File: src/rtl/uart_tx_arbiter_if.sv
// rtl/uart_tx_arbiter_if.sv - requester handshake and uart_tx control bundle for uart_tx_arbiter
interface uart_tx_arbiter_if #(
    parameter int NUM_REQ  = 4,
    parameter int DATA_BIT = 8
);
    localparam int OW = (NUM_REQ > 1) ? $clog2(NUM_REQ) : 1;

    logic [NUM_REQ-1:0]          req_valid;
    logic [NUM_REQ*DATA_BIT-1:0] req_data;
    logic [NUM_REQ-1:0]          req_ready;
    logic                        tx_start;
    logic [DATA_BIT-1:0]         tx_data;
    logic                        tx_done_tick;
    logic                        busy;
    logic [OW-1:0]               owner;

    // master: producers plus the uart_tx unit; slave: the arbiter
    modport master (
        output req_valid, req_data, tx_done_tick,
        input  req_ready, tx_start, tx_data, busy, owner
    );
    modport slave (
        input  req_valid, req_data, tx_done_tick,
        output req_ready, tx_start, tx_data, busy, owner
    );
endinterface

File: src/rtl/uart_tx_arbiter.sv
// rtl/uart_tx_arbiter.sv - round-robin arbiter sharing one uart_tx among NUM_REQ byte producers
// Optional owner lock (contiguous multi-byte messages) enabled by UART_TX_ARB_LOCK_EN.
module uart_tx_arbiter #(
    parameter int NUM_REQ  = 4,
    parameter int DATA_BIT = 8
) (
    input  logic             clk,
    input  logic             reset_n,
    uart_tx_arbiter_if.slave bus
`ifdef UART_TX_ARB_LOCK_EN
    ,
    input  logic [NUM_REQ-1:0] req_lock
`endif
);
    localparam int OW = (NUM_REQ > 1) ? $clog2(NUM_REQ) : 1;

    typedef enum logic [1:0] {IDLE, START, WAIT} state_t;

    state_t              state_q, state_d;
    logic [OW-1:0]       ptr_q, ptr_d;
    logic [OW-1:0]       owner_q, owner_d;
    logic [DATA_BIT-1:0] tx_data_q, tx_data_d;
    logic                tx_start_q, tx_start_d;
    logic                busy_q, busy_d;
    logic [NUM_REQ-1:0]  req_ready_q, req_ready_d;

    logic                found;
    logic [OW-1:0]       sel;
    logic [OW-1:0]       ptr_adv;
    logic [OW-1:0]       ptr_next;

    // First valid requester at or after ptr, wrapping around
    always_comb begin
        int idx;
        found = 1'b0;
        sel   = '0;
        idx   = 0;
        for (int k = 0; k < NUM_REQ; k++) begin
            idx = int'(ptr_q) + k;
            if (idx >= NUM_REQ) idx = idx - NUM_REQ;
            if (!found && bus.req_valid[idx]) begin
                found = 1'b1;
                sel   = OW'(idx);
            end
        end
    end

    always_comb begin
        ptr_adv = (int'(owner_q) == NUM_REQ - 1) ? '0 : owner_q + OW'(1);
`ifdef UART_TX_ARB_LOCK_EN
        ptr_next = req_lock[owner_q] ? owner_q : ptr_adv;
`else
        ptr_next = ptr_adv;
`endif
    end

    always_comb begin
        state_d     = state_q;
        ptr_d       = ptr_q;
        owner_d     = owner_q;
        tx_data_d   = tx_data_q;
        tx_start_d  = 1'b0;
        req_ready_d = '0;
        case (state_q)
            IDLE: begin
                if (found) begin
                    tx_data_d   = bus.req_data[sel*DATA_BIT +: DATA_BIT];
                    owner_d     = sel;
                    tx_start_d  = 1'b1;
                    req_ready_d = NUM_REQ'(1) << sel;
                    state_d     = START;
                end
            end
            START: state_d = WAIT;
            WAIT: begin
                if (bus.tx_done_tick) begin
                    ptr_d   = ptr_next;
                    state_d = IDLE;
                end
            end
            default: state_d = IDLE;
        endcase
        busy_d = (state_d != IDLE);
    end

    always_ff @(posedge clk or negedge reset_n) begin
        if (!reset_n) begin
            state_q     <= IDLE;
            ptr_q       <= '0;
            owner_q     <= '0;
            tx_data_q   <= '0;
            tx_start_q  <= 1'b0;
            busy_q      <= 1'b0;
            req_ready_q <= '0;
        end else begin
            state_q     <= state_d;
            ptr_q       <= ptr_d;
            owner_q     <= owner_d;
            tx_data_q   <= tx_data_d;
            tx_start_q  <= tx_start_d;
            busy_q      <= busy_d;
            req_ready_q <= req_ready_d;
        end
    end

    assign bus.req_ready = req_ready_q;
    assign bus.tx_start  = tx_start_q;
    assign bus.tx_data   = tx_data_q;
    assign bus.busy      = busy_q;
    assign bus.owner     = owner_q;
endmodule

File: src/flat_wrapper.sv
// flat-port wrapper written by rule: the top's interface ports become plain ports
module uart_tx_arbiter_flat 
#(
    parameter int NUM_REQ  = 4,
    parameter int DATA_BIT = 8
)
  (clk, reset_n, bus_req_valid, bus_req_data, bus_tx_done_tick, bus_req_ready, bus_tx_start, bus_tx_data, bus_busy, bus_owner);
  uart_tx_arbiter_if #(.NUM_REQ(NUM_REQ), .DATA_BIT(DATA_BIT)) bus_i ();
  input  logic clk;
  input  logic reset_n;
  input wire logic [$bits(bus_i.req_valid)-1:0] bus_req_valid;
  input wire logic [$bits(bus_i.req_data)-1:0] bus_req_data;
  input wire logic [$bits(bus_i.tx_done_tick)-1:0] bus_tx_done_tick;
  output wire logic [$bits(bus_i.req_ready)-1:0] bus_req_ready;
  output wire logic [$bits(bus_i.tx_start)-1:0] bus_tx_start;
  output wire logic [$bits(bus_i.tx_data)-1:0] bus_tx_data;
  output wire logic [$bits(bus_i.busy)-1:0] bus_busy;
  output wire logic [$bits(bus_i.owner)-1:0] bus_owner;
  assign bus_i.req_valid = bus_req_valid;
  assign bus_i.req_data = bus_req_data;
  assign bus_i.tx_done_tick = bus_tx_done_tick;
  assign bus_req_ready = bus_i.req_ready;
  assign bus_tx_start = bus_i.tx_start;
  assign bus_tx_data = bus_i.tx_data;
  assign bus_busy = bus_i.busy;
  assign bus_owner = bus_i.owner;
  uart_tx_arbiter #(.NUM_REQ(NUM_REQ), .DATA_BIT(DATA_BIT)) u_core (.clk(clk), .reset_n(reset_n), .bus(bus_i));
endmodule
File: config.mk
export PLATFORM = sky130hd
export DESIGN_NAME = uart_tx_arbiter_flat
export DESIGN_NICKNAME = d
export VERILOG_FILES = /design/src/rtl/uart_tx_arbiter_if.sv /design/src/rtl/uart_tx_arbiter.sv /design/src/flat_wrapper.sv
export SDC_FILE = /design/constraint.sdc
export NUM_CORES = 1
export LEC_CHECK = 0
export ABC_AREA = 1
export CELL_PAD_IN_SITES_DETAIL_PLACEMENT = 1
export CELL_PAD_IN_SITES_GLOBAL_PLACEMENT = 1
export CORE_AREA = 2 2 51 100
export CTS_BUF_LIST = sky130_fd_sc_hd__clkbuf_16
export DETAILED_ROUTE_END_ITERATION = 8
export DIE_AREA = 0 0 53 102
export PLACE_DENSITY = 0.91
export RECOVER_POWER = 50
export SETUP_SLACK_MARGIN = 0.1
export SLEW_MARGIN = 20
export SYNTH_ARGS = -nofsm -noshare
export SYNTH_HDL_FRONTEND = slang
export SYNTH_SLANG_ARGS = --single-unit
File: constraint.sdc
create_clock -name clk -period 3.43 [get_ports clk]
set_clock_uncertainty 0.15 [all_clocks]
set_input_delay 0.8575 -clock clk [delete_from_list [all_inputs] [get_ports clk]]
set_output_delay 0.8575 -clock clk [all_outputs]
set_load 0.05 [all_outputs]
==> results.py <==
metrics = {
    "run_status": {
        "status": "finished, final reports clean",
    },
    "pwr": {
        "power-per-cell-area_nw_per_um2": 1145,
        "vdd_ir_drop_max_mv": 0.4732,
        "cellLeakagePower_nw": 1.115,
    },
    "logic_synthesis": {
        "ys_async_sr_fraction_pct": 100.0,
        "synthesis.area_per_instance_sq_um": 6.712,
        "post-synth-top-count-cell": "nand2_1",
        "ys_top_cells_by_count": "94 x nand2_1, 29 x inv_1, 20 x dfrtp_1, 17 x nand3_1, 9 x nand2_2",
        "yosysTopAreaCell": "dfrtp_1",
        "post_synth_inst_count": 214,
        "synth_cell_type_count": 19,
        "synth_warnings": 0,
        "synthDominantCellAreaShare_pct": 34.84,
        "syn_nets": 254,
        "yosys_most_used_dff": "dfrtp_1",
        "synth_area_sq_um": 1436,
        "ys_seq_elements": 20,
        "synth_seq_area_share_pct": 34.84,
        "synth_top_cells_by_area": "dfrtp_1 35%, nand2_1 25%, inv_1 7.6%",
        "synth_enable_flop_cells": 0,
    },
    "route": {
        "drt_wl_total_um": 3947,
        "met2RoutedLength_um": 2349,
        "maxUsedRoutingLayer": "met4",
        "drt.antenna.violating_nets": 0,
        "vias": 1478,
        "wire_per_inst_um": 12.18,
        "post_drt_via_cell_ratio": 4.562,
        "drt_first_pass_iters": 4,
        "detailedRoute.firstIterationViolations": 8,
        "met1_wl_um": 1458,
        "number_of_remaining_drc_errors": 0,
        "wl_met3_um": 72,
    },
    "floorplanning": {
        "fp.coreArea_sq_um": 4598,
        "die_w_um": 53,
        "design.portCount": 55,
        "die-area_sq_um": 5406,
        "effective_utilization_at_floorplan_pct": 31.24,
        "placementRows": 35,
        "die_h_um": 102,
    },
    "sta": {
        "post-route-period-util_pct": 79.85,
        "report.final.slew_viol_count": 0,
        "hold_viol": 0,
        "timing.setup.tns_ns": 0,
        "period_needed_ns": 2.739,
        "grt_setup_unrepaired": "no",
        "fmax_mhz": 365.1,
        "max_slew.worst_pin.slew_ns": 0.8932,
        "finalSetupViolations": 0,
        "slew_headroom_pct": 40.25,
    },
    "setup_path": {
        "reg2reg_from": "u_core.ptr_q[0]$_DFFE_PN0P_",
        "start_kind": "primary input",
        "timing.critical_path.fanout_max": 17,
        "worstPathArrival_ns": 2.76,
        "worst-r2r-setup-slack_ns": 1.10,
        "required_ns": 3.46,
        "endpoint_kind": "register",
        "path_class": "primary input to register",
        "r2r_end": "u_core.bus.req_ready[2]$_DFF_PN0_",
        "r2r_cells": 10,
    },
    "hold_path": {
        "hold_path_end": "u_core.bus.tx_data[1]$_DFFE_PN0P_",
        "hp-class": "register to register",
        "holdPathStages": 2,
        "worstHoldStart": "u_core.bus.tx_data[1]$_DFFE_PN0P_",
    },
    "global_routing": {
        "grt_start_max_net_pins": 21,
        "grt_pass1_wl_um": 6817,
        "globalRoute.totalOverflow": 0,
        "number_of_global_route_vias_before_repair": 1573,
        "number_of_antenna_violations_at_the_first_check_in_global_routing": 0,
        "groute.usage.overall_pct": 16.43,
    },
    "finish": {
        "syn2layout_area_growth_pct": 45.30,
        "nets": 310,
        "fillers": 604,
        "layout-drive-gt1-share_pct": 11.15,
        "final_design_area_no_fill_sq_um": 2087,
        "antenna_cells_inserted": 0,
    },
    "placed_design": {
        "placed_standard_cell_area_sq_um": 2008,
        "detailedPlacementHpwl_um": 3314,
        "placement.io_buffers": 54,
        "place.gp.congestion": 0.8480,
    },
    "clock_network": {
        "buffer_count_from_post_cts_setup_fixing": 0,
        "clockRootBuffer": "clkbuf_16",
        "tritoncts": "yes",
        "tritoncts.num_buffers": 3,
        "clkLatencyLatePin_ns": 0.25,
        "ctsResizeCount": 0,
        "cts_htree_levels": 1,
        "cts_buffer_depth": 2,
        "cts.sinks": 20,
        "cts_hold_buffers": 0,
        "clkSlewWorstSetupHoldPaths_ns": 0.05,
    },
    "flow_run": {
        "maxCapViolations": 0,
    },
}
## registers in the layout, indices dropped and copies added (netlist names)
signal,count
u_core.bus.tx_start,1
u_core.bus.tx_data,8
u_core.bus.req_ready,4
u_core.state_q,2
u_core.bus.busy,1
u_core.bus.owner,2
u_core.ptr_q,2
## critical path, cell delays in order
cell	delay, ns
clkdlybuf4s50_1	0.48
inv_1	0.06
nand2_1	0.10
nand3_1	0.11
nand2_1	0.12
inv_1	0.10
nand3_4	0.16
nand2_2	0.24
nor2_2	0.31
inv_1	0.11
nor2_1	0.12
## per-stage QoR
stage / util [%] / setup WS [ns] / hold slack, ns / power, mW / instances
after detailed placement: 43.67 / 0.4602 / 0.3313 / 2.189 / 320
after CTS: 45.39 / 0.6676 / 0.3525 / 2.438 / 324
after floorplan: - / 1.257 / 0.3603 / 1.779 / 214
after global routing: 45.39 / 0.4358 / 0.3784 / 2.620 / 324
after global placement: 43.67 / 0.5096 / 0.3327 / 2.128 / 320
final: 45.39 / 0.6912 / 0.3485 / 2.390 / 324
## routing by layer
metal	track usage (%)	vias up
li1	-	762
met1	17.76	681
met2	32.12	29
met3	1.023	6
met4	5.325	0
met5	0	-
## cell type report
| type | count | area [sq um] | share of cell area (%) |
|---|---|---|---|
| Tap cell | 55 | 68.82 | 3.297 |
| Multi-Input combinational cell | 156 | 759.5 | 36.39 |
| Inverter | 35 | 138.9 | 6.655 |
| Timing Repair Buffer | 54 | 540.5 | 25.90 |
| Clock inverter | 1 | 3.754 | 0.1799 |
| Sequential cell | 20 | 500.5 | 23.98 |
| Clock buffer | 3 | 75.07 | 3.597 |
## placed cells by master, fill, tap and decap left out, types with 5 or more instances in the layout
| master | Yosys | routed |
|---|---|---|
| inv_2 | 5 | 5 |
| nor2_1 | 8 | 8 |
| nand2_1 | 94 | 94 |
| o21ai_0 | 5 | 5 |
| nand2_2 | 9 | 9 |
| nand3_1 | 17 | 17 |
| dfrtp_1 | 20 | 20 |
| dlygate4sd3_1 | 0 | 7 |
| nand4_1 | 8 | 8 |
| clkdlybuf4s50_1 | 0 | 47 |
| inv_1 | 29 | 29 |
## where the power goes
part / leakage (nW) / internal, mW / total, mW / switching, mW
Clock: 0.0385 / 0.155 / 0.235 / 0.0804
Combinational: 0.825 / 0.536 / 1.71 / 1.18
Sequential: 0.251 / 0.352 / 0.442 / 0.0899
## worst max path at each step
stage                startpoint                           endpoint  slack (ns)  cells past startpoint
6_report       bus_req_valid[3]  u_core.bus.req_ready[2]$_DFF_PN0_        0.69                     11
5_1_grt        bus_req_valid[3]  u_core.bus.req_ready[2]$_DFF_PN0_        0.44                     11
4_1_cts        bus_req_valid[3]  u_core.bus.req_ready[2]$_DFF_PN0_        0.67                     11
3_5_place_dp   bus_req_valid[3]  u_core.bus.req_ready[3]$_DFF_PN0_        0.46                     11
3_3_place_gp   bus_req_valid[3]  u_core.bus.req_ready[3]$_DFF_PN0_        0.51                     11
2_1_floorplan  bus_req_valid[3]  u_core.bus.tx_data[2]$_DFFE_PN0P_        1.26                     13
## cells by family after synthesis
group / share of synthesized area [%]
simple gates: 50.26
buf+inv: 12.28
flops: 34.84
compound gates: 1.742
fa+ha+maj: 0.8709
Note: power is estimated with default switching activity, not from simulation.
